[config.mk]
export PLATFORM = sky130hd
export DESIGN_NAME = rom_arbiter_flat
export DESIGN_NICKNAME = d
export VERILOG_FILES = /design/src/rtl/rom_arbiter_if.sv /design/src/rtl/rom_arbiter.sv /design/src/flat_wrapper.sv
export SDC_FILE = /design/constraint.sdc
export NUM_CORES = 1
export LEC_CHECK = 0
export CELL_PAD_IN_SITES_DETAIL_PLACEMENT = 1
export CELL_PAD_IN_SITES_GLOBAL_PLACEMENT = 2
export CORE_ASPECT_RATIO = 1.75
export CORE_UTILIZATION = 29
export DETAILED_ROUTE_END_ITERATION = 8
export PLACE_DENSITY = 0.82
export SLEW_MARGIN = 20
export SYNTH_ARGS = -nofsm -noshare
export SYNTH_HDL_FRONTEND = slang
export SYNTH_SLANG_ARGS = --single-unit
export TNS_END_PERCENT = 1
[constraint.sdc]
create_clock -name clk -period 2.3 [get_ports clk]
set_input_delay 0.345 -clock clk [delete_from_list [all_inputs] [get_ports clk]]
set_output_delay 0.345 -clock clk [all_outputs]
set_load 0.02 [all_outputs]
[src/rtl/rom_arbiter_if.sv]
// Read-master port of the ROM arbiter: request/address in, grant/ready/data back.
// The master modport is the requester side; slave is the arbiter side.
interface rom_arbiter_if #(
    parameter int ADDR_W = 11,
    parameter int DATA_W = 32
) ();
    logic              req;
    logic [ADDR_W-1:0] addr;
    logic              gnt;
    logic              rdy;
    logic [DATA_W-1:0] rd_data;

    modport master (
        output req,
        output addr,
        input  gnt,
        input  rdy,
        input  rd_data
    );

    modport slave (
        input  req,
        input  addr,
        output gnt,
        output rdy,
        output rd_data
    );
endinterface

[src/rtl/rom_arbiter.sv]
// Purpose: shares one single-port synchronous-read ROM between two read masters.
// Latency: gnt in cycle N, rdy + rd_data in cycle N+2; one grant per cycle total.
// Backpressure: none on return; a losing requester holds req/addr until granted.
module rom_arbiter #(
    parameter int ADDR_W      = 11,
    parameter int DATA_W      = 32,
    parameter bit ROUND_ROBIN = 1'b1
) (
    input  logic              clk,
    input  logic              reset_n,
    rom_arbiter_if.slave      m0,
    rom_arbiter_if.slave      m1,
    output logic [ADDR_W-1:0] rom_addr,
    input  logic [DATA_W-1:0] rom_dout
);
    typedef struct packed {
        logic vld;
        logic own;
    } stage_t;

    logic              prio_q, prio_d;
    logic [ADDR_W-1:0] last_addr_q, last_addr_d;
    stage_t            s1_q, s1_d;
    stage_t            s2_q, s2_d;
    logic [DATA_W-1:0] rd0_q, rd0_d;
    logic [DATA_W-1:0] rd1_q, rd1_d;

    logic              win_vld;
    logic              win_own;
    logic [ADDR_W-1:0] win_addr;

    // Grants are suppressed while reset is held so nothing escapes to a master.
    always_comb begin
        win_vld = 1'b0;
        win_own = 1'b0;
        if (reset_n) begin
            unique case ({m1.req, m0.req})
                2'b01: begin
                    win_vld = 1'b1;
                    win_own = 1'b0;
                end
                2'b10: begin
                    win_vld = 1'b1;
                    win_own = 1'b1;
                end
                2'b11: begin
                    win_vld = 1'b1;
                    win_own = ROUND_ROBIN ? prio_q : 1'b0;
                end
                default: begin
                    win_vld = 1'b0;
                    win_own = 1'b0;
                end
            endcase
        end
    end

    assign win_addr = win_own ? m1.addr : m0.addr;

    always_comb begin
        prio_d      = win_vld ? ~win_own : prio_q;
        last_addr_d = win_vld ? win_addr : last_addr_q;
        s1_d        = '{vld: win_vld, own: win_own};
        s2_d        = s1_q;
        // ROM data for the s1 read is on rom_dout now; it lands with the s2 shift.
        rd0_d       = (s1_q.vld && !s1_q.own) ? rom_dout : rd0_q;
        rd1_d       = (s1_q.vld &&  s1_q.own) ? rom_dout : rd1_q;
    end

    always_ff @(posedge clk or negedge reset_n) begin
        if (!reset_n) begin
            prio_q      <= 1'b0;
            last_addr_q <= '0;
            s1_q        <= '0;
            s2_q        <= '0;
            rd0_q       <= '0;
            rd1_q       <= '0;
        end else begin
            prio_q      <= prio_d;
            last_addr_q <= last_addr_d;
            s1_q        <= s1_d;
            s2_q        <= s2_d;
            rd0_q       <= rd0_d;
            rd1_q       <= rd1_d;
        end
    end

    assign m0.gnt     = win_vld & ~win_own;
    assign m1.gnt     = win_vld &  win_own;
    assign rom_addr   = win_vld ? win_addr : last_addr_q;

    assign m0.rdy     = s2_q.vld & ~s2_q.own;
    assign m1.rdy     = s2_q.vld &  s2_q.own;
    assign m0.rd_data = rd0_q;
    assign m1.rd_data = rd1_q;

    a_gnt_onehot: assert property (@(posedge clk) disable iff (!reset_n)
        !(m0.gnt && m1.gnt));

    a_m0_hold: assert property (@(posedge clk) disable iff (!reset_n)
        (m0.req && !m0.gnt) |=> (m0.req && $stable(m0.addr)));

    a_m1_hold: assert property (@(posedge clk) disable iff (!reset_n)
        (m1.req && !m1.gnt) |=> (m1.req && $stable(m1.addr)));

endmodule

[src/flat_wrapper.sv]
// flat-port wrapper written by rule: the top's interface ports become plain ports
module rom_arbiter_flat 
#(
    parameter int ADDR_W      = 11,
    parameter int DATA_W      = 32,
    parameter bit ROUND_ROBIN = 1'b1
)
  (clk, reset_n, rom_addr, rom_dout, m0_req, m0_addr, m0_gnt, m0_rdy, m0_rd_data, m1_req, m1_addr, m1_gnt, m1_rdy, m1_rd_data);
  rom_arbiter_if #(.ADDR_W(ADDR_W), .DATA_W(DATA_W)) m0_i ();
  rom_arbiter_if #(.ADDR_W(ADDR_W), .DATA_W(DATA_W)) m1_i ();
  input  logic clk;
  input  logic reset_n;
  output logic [ADDR_W-1:0] rom_addr;
  input  logic [DATA_W-1:0] rom_dout;
  input wire logic [$bits(m0_i.req)-1:0] m0_req;
  input wire logic [$bits(m0_i.addr)-1:0] m0_addr;
  output wire logic [$bits(m0_i.gnt)-1:0] m0_gnt;
  output wire logic [$bits(m0_i.rdy)-1:0] m0_rdy;
  output wire logic [$bits(m0_i.rd_data)-1:0] m0_rd_data;
  input wire logic [$bits(m1_i.req)-1:0] m1_req;
  input wire logic [$bits(m1_i.addr)-1:0] m1_addr;
  output wire logic [$bits(m1_i.gnt)-1:0] m1_gnt;
  output wire logic [$bits(m1_i.rdy)-1:0] m1_rdy;
  output wire logic [$bits(m1_i.rd_data)-1:0] m1_rd_data;
  assign m0_i.req = m0_req;
  assign m0_i.addr = m0_addr;
  assign m0_gnt = m0_i.gnt;
  assign m0_rdy = m0_i.rdy;
  assign m0_rd_data = m0_i.rd_data;
  assign m1_i.req = m1_req;
  assign m1_i.addr = m1_addr;
  assign m1_gnt = m1_i.gnt;
  assign m1_rdy = m1_i.rdy;
  assign m1_rd_data = m1_i.rd_data;
  rom_arbiter #(.ADDR_W(ADDR_W), .DATA_W(DATA_W), .ROUND_ROBIN(ROUND_ROBIN)) u_core (.clk(clk), .reset_n(reset_n), .m0(m0_i), .m1(m1_i), .rom_addr(rom_addr), .rom_dout(rom_dout));
endmodule
==> metrics.cfg, run 1 <==
[routing]
first_pass_iters=4
drt-wirelength-per-cell_microns=17.3
drc=0
drtIter0Drc=52
viasPerCell=4.56
routed-via-count=2148
drt-total-wl_microns=8140
ant_nets=0

[floorplanning]
ios=137
die_w_microns=80.3
rows=49
core-area_sq_mm=0.0104
die-area_sq_mm=0.0112
start_util=0.300
die_height_microns=139

[synthesis]
synth_commonest_cells=dfrtp_1 (80), mux2_2 (61), a221o_1 (9)
avgSynthCellArea_sq_um=16.2
synthesis.nets=250
synth_cell_types=21
yosysSeqAreaShare=0.644
synth-edff-count=0
synth.most_common_cell=dfrtp_1
synth_ff_type=dfrtp_1
synth_top_area_frac=0.644
yosys-top-cells-area=dfrtp_1 (64%), mux2_2 (22%), a221o_1 (2.9%), buf_6 (2.2%), mux2_4 (1.4%)
syn_inst=192
syn_area_sq_mm=0.00311
synthArstFlopShare=1.00
ys_ff_latch=80
synth_top_cell_by_area=dfrtp_1
yosysWarnings=0

[worst_setup_path]
arrival_ns=1.82
critPathLaunchType=register
crit_family=buffers and inverters
cp_max_fo=11
cp_data_required_time_ns=1.96
slowest_stage=dfrtp_1
crit_chain=inv_2 -> a211oi_2 -> buf_4 -> a221o_2 -> dlygate4sd2_1
critPathKind=reg -> out
cp-end-kind=output port
critical_path_buf_inv_count=3
slowest_delay_ns=0.41

[timing]
finalSetupViolCount=0
worst_pin_slew_ns=0.648
fin_skew_ns=0.00542
timing.fmax_mhz=462
rsz0062_at_grt=no
min_period_over_period=0.942
hold_slack_ns=0.0724
finalHoldViolCount=0
slew_headroom=0.568
finalMaxSlewViolations=0
fin_crit_ns=2.17

[run_status]
outcome=complete, no violations

[placed_design]
numPortBuffers=136
place.gp.congestion=0.702
hpwlAfterDp_microns=6020

[run]
drv_cap=0

[cells_and_area]
layout-drive-gt1-share=0.297
diodes=0
nNetsFinal=397
fillers=1064
area_growth_pct=58.4

[grt]
grt_pass1_wl_microns=13000
grt_max_degree=53
gr-total-overflow=0
grt_pass1_vias=2382
antenna_found_initial=0
track_usage=0.160

[cts]
cts_root_buf=clkbuf_16
cts_tree=yes
clockBufferDepth=2
clock-sinks=80
numCtsBuffers=9
worstSkewPairLatency_ns=0.34
cts_max_level=3
path_clk_slew_ns=0.05

[power]
ir_drop_v=0.000474
power.density_mw_per_mm2=962
fin_total_pwr_mw=4.73
power.leakage_nw=2.13

[min_path]
min_path_type=in -> async

## logic make-up after synthesis
kind of cell / Yosys count / share of synthesized area
compound gates: 17 / 0.0531
buf+inv: 15 / 0.0370
flops: 80 / 0.644
mux: 64 / 0.236
simple gates: 16 / 0.0302
## repair_timing
action	in CTS	in global routing
gates resized for setup	12	22
buffers inserted	0	0
hold buffers	0	0
setup endpoints to repair	12	12
## worst paths after layout
| path | slack [ns] | cells past startpoint | from | endpoint |
|---|---|---|---|---|
| max in group asynchronous | 1.68 | 2 | reset_n | u_core.m1.rd_data[16] |
| min in group clk | 0.39 | 3 | reset_n | u_core.prio_q |
| max | 0.13 | 5 | u_core.prio_q | rom_addr[0] |
| min | 0.07 | 2 | reset_n | u_core.s1_q[1] |
| max reg2reg | 0.84 | 3 | u_core.s1_q[1] | u_core.m1.rd_data[2] |
| min reg2reg | 0.40 | 0 | u_core.s1_q[0] | u_core.s2_q[0] |
## report_power, final
part / leakage, nW / switching (mW) / internal [mW]
clock network: 0.154 / 0.538 / 0.979
logic: 1.03 / 0.650 / 0.750
registers: 0.942 / 0.137 / 1.68
total: 2.13 / 1.32 / 3.41
## flip-flops by register name (all words and copies together) (netlist names)
register and flops:
u_core.s1_q 2, u_core.last_addr_q 11, u_core.s2_q 2, u_core.m1.rd_data 32, u_core.prio_q 1, u_core.m0.rd_data 32
## layout make-up
cell class,instances,area (sq um),area share
Sequential cell,80,2000,0.407
Timing Repair Buffer,146,1430,0.290
Multi-Input combinational cell,97,1000,0.204
Clock buffer,13,250,0.0508
Tap cell,127,159,0.0323
Clock inverter,3,65.1,0.0132
Inverter,5,18.8,0.00381
## worst reg2reg max path: cells and delay by family, from the launching register on
family | cells | cell delay (ns)
AND/OR/NAND/NOR | 1 | 0.31
buffers and inverters | 1 | 0.25
multiplexers | 1 | 0.38
flip-flops | 1 | 0.40
## stage by stage
| stage | utilization | TNS (ns) | area [sq um] | setup slack [ns] | std cells |
|---|---|---|---|---|---|
| 2_1_floorplan | - | 0 | 3110 | 0.800 | 192 |
| 3_3_place_gp | 0.447 | -2.53 | 4630 | -0.236 | 455 |
| 3_5_place_dp | 0.447 | -2.75 | 4630 | -0.281 | 455 |
| 4_1_cts | 0.476 | -0.261 | 4930 | -0.261 | 471 |
| 5_1_grt | 0.475 | 0 | 4920 | 0.0507 | 471 |
| 6_report | 0.475 | 0 | 4920 | 0.134 | 471 |
## per-layer routing
layer,routed length [microns],vias up,global-route usage,part of all wire
li1,-,976,-,-
met1,2950,1083,0.173,0.36
met2,4630,75,0.281,0.57
met3,358,14,0.0421,0.044
met4,197,0,0.0780,0.024
met5,0,-,0,0
## placed cells by master, fill, tap and decap left out, drive strengths merged
master	synthesis	routed
clkbuf	1	21
dlygate4sd2	0	3
a211oi	3	3
clkdlybuf4s50	0	120
a21oi	1	1
nor3	1	1
nand2	1	1
nor2b	1	1
nor2	1	1
buf	9	11
a221o	10	10
mux2	64	64
nand2b	1	1
inv	5	5
o21ai	1	1
dlymetal6s2s	0	4
a2111oi	2	2
bufinv	0	2
clkinv	0	1
dfrtp	80	80
and2	11	11
Note: power is estimated with default switching activity, not from simulation.
==> inputs of run 2 (changes only) <==
SKIP_LAST_GASP = 1   (was unset)
==> run 2 against run 1 <==
Compared with the run above: the run now ends with setup timing left; sequential power about the same; sequential cell count unchanged; critical path depth increased by 1; power increased by 0.52%; final cell count unchanged; largest cell class unchanged.
==> metrics.cfg, run 2 (same netlist as run 1, synthesis figures left out) <==
[run_status]
outcome=complete, but fails checks
violations=setup timing

[cts]
path_clk_slew_ns=0.05  ; about the same
cts_max_level=3  ; unchanged
clock-sinks=80  ; unchanged
cts_setup_buffers=0  ; unchanged
cts_hold_buf=0  ; unchanged
numCtsBuffers=9  ; unchanged
worstSkewPairLatency_ns=0.34  ; about the same
clockBufferDepth=2  ; unchanged
cts_tree=yes
cts_root_buf=clkbuf_16

[floorplanning]
ios=137  ; unchanged
start_util=0.300  ; unchanged
die-area_sq_mm=0.0112  ; unchanged
core-area_sq_mm=0.0104  ; unchanged
rows=49  ; unchanged
die_height_microns=139  ; unchanged
die_w_microns=80.3  ; unchanged

[cells_and_area]
stdcell_count=471  ; unchanged
fillers=1058  ; -0.56%
area_growth_pct=59.5
area.sequential_sq_mm=0.00200  ; unchanged
diodes=0  ; unchanged
layout-drive-gt1-share=0.270  ; -0.0262
final_cell_mix=clkdlybuf4s50_1 (133), dfrtp_1 (80), mux2_2 (61)
final_common_cell=clkdlybuf4s50_1
multi_input_area_sq_mm=0.00100  ; -0.12%
nNetsFinal=397  ; unchanged

[routing]
highest_layer=met4
met2_length_microns=4620  ; -0.17%
viasPerCell=4.54  ; -0.51%
drtIter0Drc=47  ; -9.6%
routed-via-count=2137  ; -0.51%
met1_length_microns=2970  ; +0.68%
first_pass_iters=4  ; unchanged
drt-wirelength-per-cell_microns=17.3  ; +0.14%
ant_nets=0  ; unchanged
wl_met3_microns=358  ; unchanged
drc=0  ; unchanged
drt-total-wl_microns=8150  ; +0.14%

[grt]
grt_max_degree=53  ; unchanged
grt_pass1_vias=2380  ; -0.084%
gr-total-overflow=0  ; unchanged
track_usage=0.160  ; unchanged
antenna_found_initial=0  ; unchanged
grt_pass1_wl_microns=13000  ; unchanged

[placed_design]
place_inst=455  ; unchanged
numPortBuffers=136  ; unchanged
detailedPlace.worstSlack_ns=-0.281  ; unchanged
place.gp.congestion=0.702  ; unchanged
hpwlAfterDp_microns=6020  ; unchanged

[timing]
fin_ws_ns=-0.297  ; -0.431 ns
timing.fmax_mhz=385  ; -17%
finalHoldViolCount=0  ; unchanged
worst_pin_slew_ns=0.648  ; -0.0000594 ns
fin_skew_ns=0.00545  ; +0.0000330 ns
rsz0062_at_grt=yes
slew_headroom=0.568  ; about the same
finalMaxSlewViolations=0  ; unchanged
min_period_over_period=1.13  ; +0.187
fin_crit_ns=2.60  ; +0.431 ns
finalSetupViolCount=12  ; +12

[min_path]
min_path_type=in -> async

[worst_setup_path]
critPathKind=in -> out
critPathLaunchType=input pin
r2r_start=u_core.s1_q[1]
arrival_ns=2.25  ; +0.43 ns
crit_start=m0_req
cp_data_required_time_ns=1.96  ; about the same
cp-end-kind=output port
cp_max_fo=11  ; unchanged

[power]
power.density_mw_per_mm2=960  ; -0.16%
power.leakage_nw=2.09  ; -1.9%
ir_drop_v=0.000474  ; about the same

[run]
drv_cap=0  ; unchanged

## run 2: changes by cell type in the layout (fill, tap and decap cells not counted), sizes merged
cell,previous run,this run
dlygate4sd2,3,1
dlymetal6s2s,4,1
clkdlybuf4s50,120,133
clkbuf,21,13
## run 2: final timing paths
| check | end | slack [ns] | cells past startpoint |
|---|---|---|---|
| hold / removal | u_core.s1_q[1] | 0.07 | 2 |
| setup reg to reg | u_core.m1.rd_data[2] | 0.84 | 3 |
| setup / recovery | rom_addr[3] | -0.30 | 6 |
| min in group clk | u_core.prio_q | 0.39 | 3 |
| hold reg to reg | u_core.s2_q[0] | 0.40 | 0 |
| max in group asynchronous | u_core.m1.rd_data[16] | 1.68 | 2 |
## run 2: critical path, stage by stage
cell             delay (ns)
clkdlybuf4s50_1        0.60
inv_1                  0.10
a211oi_2               0.20
buf_4                  0.21
a221o_1                0.18
clkdlybuf4s50_1        0.61
## run 2: repair_timing
action / in CTS / in global routing
endpoints found under the hold margin: 0 / 0
setup endpoints to repair: 12 / 13
gates resized for setup: 1 / 2
cloned: 0 / 0
## run 2: metrics by stage
stage	total power, mW	setup TNS, ns	cell area, sq um	hold slack, ns	utilization
global placement	3.24	-2.53	4630	0.379	0.447
floorplan	2.49	0	3110	0.0494	-
finish	4.76	-2.78	4960	0.0719	0.478
global route	4.99	-3.59	4960	0.0998	0.478
detailed placement	3.29	-2.75	4630	0.395	0.447
CTS	4.84	-2.55	4950	0.0637	0.477
## run 2: per-layer routing
metal / up-vias / track usage
met1: 1072 / 0.172
met3: 14 / 0.0428
li1: 976 / -
met4: 0 / 0.0780
met5: - / 0
met2: 75 / 0.281
## run 2: report_power, final
part	total [mW]	leakage (nW)	switching [mW]	internal, mW
clock network	1.52	0.154	0.538	0.979
logic	1.42	0.993	0.650	0.774
registers	1.82	0.942	0.136	1.68
total	4.76	2.09	1.32	3.43
## run 2: cell type report
| cell class | count | area share |
|---|---|---|
| clock inverter | 3 | 0.0131 |
| tap | 127 | 0.0321 |
| multi-input combinational | 97 | 0.202 |
| inverter | 5 | 0.00379 |
| timing repair buffer | 146 | 0.295 |
| sequential | 80 | 0.404 |
| clock buffer | 13 | 0.0505 |
==> edit: new RTL, settings of run 2 <==
Take the reset off `rd1_q` and load it in a clocked block of its own.
--- a/src/rtl/rom_arbiter.sv
+++ b/src/rtl/rom_arbiter.sv
@@ -74,15 +74,17 @@
             s1_q        <= '0;
             s2_q        <= '0;
             rd0_q       <= '0;
-            rd1_q       <= '0;
         end else begin
             prio_q      <= prio_d;
             last_addr_q <= last_addr_d;
             s1_q        <= s1_d;
             s2_q        <= s2_d;
             rd0_q       <= rd0_d;
-            rd1_q       <= rd1_d;
         end
+    end
+
+    always_ff @(posedge clk) begin
+        rd1_q <= rd1_d;
     end
 
     assign m0.gnt     = win_vld & ~win_own;
Function: differs if reset_n is asserted again (counterexample within 4 cycles, from zero or initial values and one cycle with reset_n low); with reset_n held inactive, the same outputs for 10 cycles.
==> edit against run 2 <==
  * The run still ends with negative setup slack left
  * Via count decreased by 9.1%
  * Sequential power down 7%
  * Power down 20%
  * Die area fell by 7.2%
  * Final area shrank 5.2%
  * Synthesized area down 7.3%
  * Critical endpoint is now m0_gnt
  * Worst setup slack improved by 200 ps
  * Sequential cell count unchanged
  * Wire length decreased by 9.9%
==> edit: results (changes against run 2) <==
| Metric | Value |
|---|---|
| Mean area per synthesized cell | 18.3 um2 (+13%) |
| Syn_nets | 215 (-14%) |
| NumNets Final | 366 (-7.8%) |
| Share of layout cells above drive strength 1 | 19.8% (-7.2 points) |
| Clock root cell | clkbuf_16 |
| R2r startpoint | u_core.s1_q[0] |
| CP startpoint | m1_req |
| First-pass GRT wire length | 11400 um (-12%) |
| DP HPWL | 5500 um (-8.7%) |
| Sequential share of the synthesized area | 75.1% (+11 points) |
| Post-synthesis mux area share | 12.5% (-11 points) |
| Placed Cells | 419 (-7.9%) |
| Met3 Track Usage GR | 3.47% (-0.81 points) |
| Final Non-Filler Cells | 435 (-7.6%) |
| Vias/cell | 4.46 (-1.6%) |
| CP endpoint | m0_gnt |
| Met2 Use GR | 27.6% (-0.49 points) |
| Clk buf depth | 2 (unchanged) |
| Clk_skew | 4.65 ps (-0.799 ps) |
| Wire per inst | 16.9 um (-2.5%) |
| Global Route Usage Sum | 15.0% (-0.99 points) |
| Filler Cells Inserted | 985 (-6.9%) |
| DR DRC count | 0 (unchanged) |
| Post-synthesis async set-or-reset flop share | 60.0% (-40 points) |
| RR Endpoint | u_core.m1.rd_data[4] |
| Post-Synth XOR/XNOR Area | 0% (unchanged) |
| Grt met1 use | 15.2% (-2.0 points) |
| Initial DRC Count | 69 (+47%) |
| Skew-Pair Late Insertion Delay | 320 ps (-20 ps) |
| Max transition margin | 62.8% (+6.0 points) |
| Setup violations, final | 11 (-1) |
| Violated checks | negative setup slack |
| Worst r2r path cells | 2 (-1) |
| Total CTS buffers | 9 (unchanged) |
| Largest cells by area after synthesis | dfrtp_1 42%, edfxtp_1 33%, mux2_2 12% |
| Adder-cell share of the synthesized area | 0% (unchanged) |
| Top cells by count, synth | 48 x dfrtp_1, 32 x edfxtp_1, 30 x mux2_2 |
| Vias in the first global route | 2143 (-10%) |
| PostCTS Resize Cnt | 12 (+11) |
| LEAKAGE | 1.85 nW (-11%) |
| Gp weighted congestion | 0.712 (+1.4%) |
| Status | finished with violations |
| Post-synthesis compound-gate area fraction | 5.95% (+0.64 points) |
| PnR worst setup slack | -92.6 ps (+204 ps) |
| Switching Share | 25.6% (-2.3 points) |
-- edit: cells by family after synthesis --
kind of cell / Yosys count
flip-flops: 80
AO/OA/AOI/OAI: 17
multiplexers: 32
AND/OR/NAND/NOR: 16
buffers and inverters: 12
-- edit: worst min-delay path by stage --
stage | from | to | depth (start not counted)
floorplan | reset_n | u_core.last_addr_q[0] | 0
global placement | u_core.s1_q[1] | u_core.s2_q[1] | 0
detailed placement | u_core.s1_q[1] | u_core.s2_q[1] | 0
CTS | reset_n | u_core.prio_q | 2
global route | reset_n | u_core.prio_q | 2
finish | reset_n | u_core.s1_q[0] | 2
-- edit: worst reg2reg max path: cells and delay by family (launching register included) --
family        cells  cell delay [ps]
simple gates      1              460
buf+inv           1              300
flops             1              410
-- edit: power by group through the flow --
| stage | Clock, mW | Combinational (mW) | Sequential [mW] |
|---|---|---|---|
| after global placement | 0 | 0.830 | 1.72 |
| after global routing | 1.37 | 0.859 | 1.71 |
| final | 1.28 | 0.811 | 1.70 |
| after CTS | 1.32 | 0.829 | 1.70 |
| after detailed placement | 0 | 0.846 | 1.72 |
| after floorplan | 0 | 0.239 | 1.85 |
-- edit: through the flow --
step | hold slack [ps] | area (um2) | utilization, % | setup TNS, ps | worst slack [ps]
floorplan | 49.4 | 2880 | - | 0 | 765
global placement | 382 | 4440 | 46.6 | -3030 | -283
detailed placement | 379 | 4440 | 46.6 | -3620 | -351
CTS | 51.3 | 4700 | 49.3 | -543 | -219
global route | 58.4 | 4700 | 49.3 | -1310 | -187
finish | 42.8 | 4700 | 49.3 | -233 | -92.6
-- edit: area by class of cell --
class / instances / area, um2 / area share [%]
Sequential cell: 80 / 2160 / 46.0
Timing Repair Buffer: 147 / 1450 / 30.9
Clock inverter: 4 / 21.3 / 0.452
Tap cell: 122 / 153 / 3.25
Inverter: 5 / 18.8 / 0.399
Multi-Input combinational cell: 65 / 647 / 13.8
Clock buffer: 12 / 246 / 5.24
-- edit: routing by layer --
metal / vias to the layer above / routed length (um)
li1: 886 / -
met1: 966 / 2580
met2: 76 / 4210
met3: 14 / 320
met4: 0 / 232
met5: - / 0
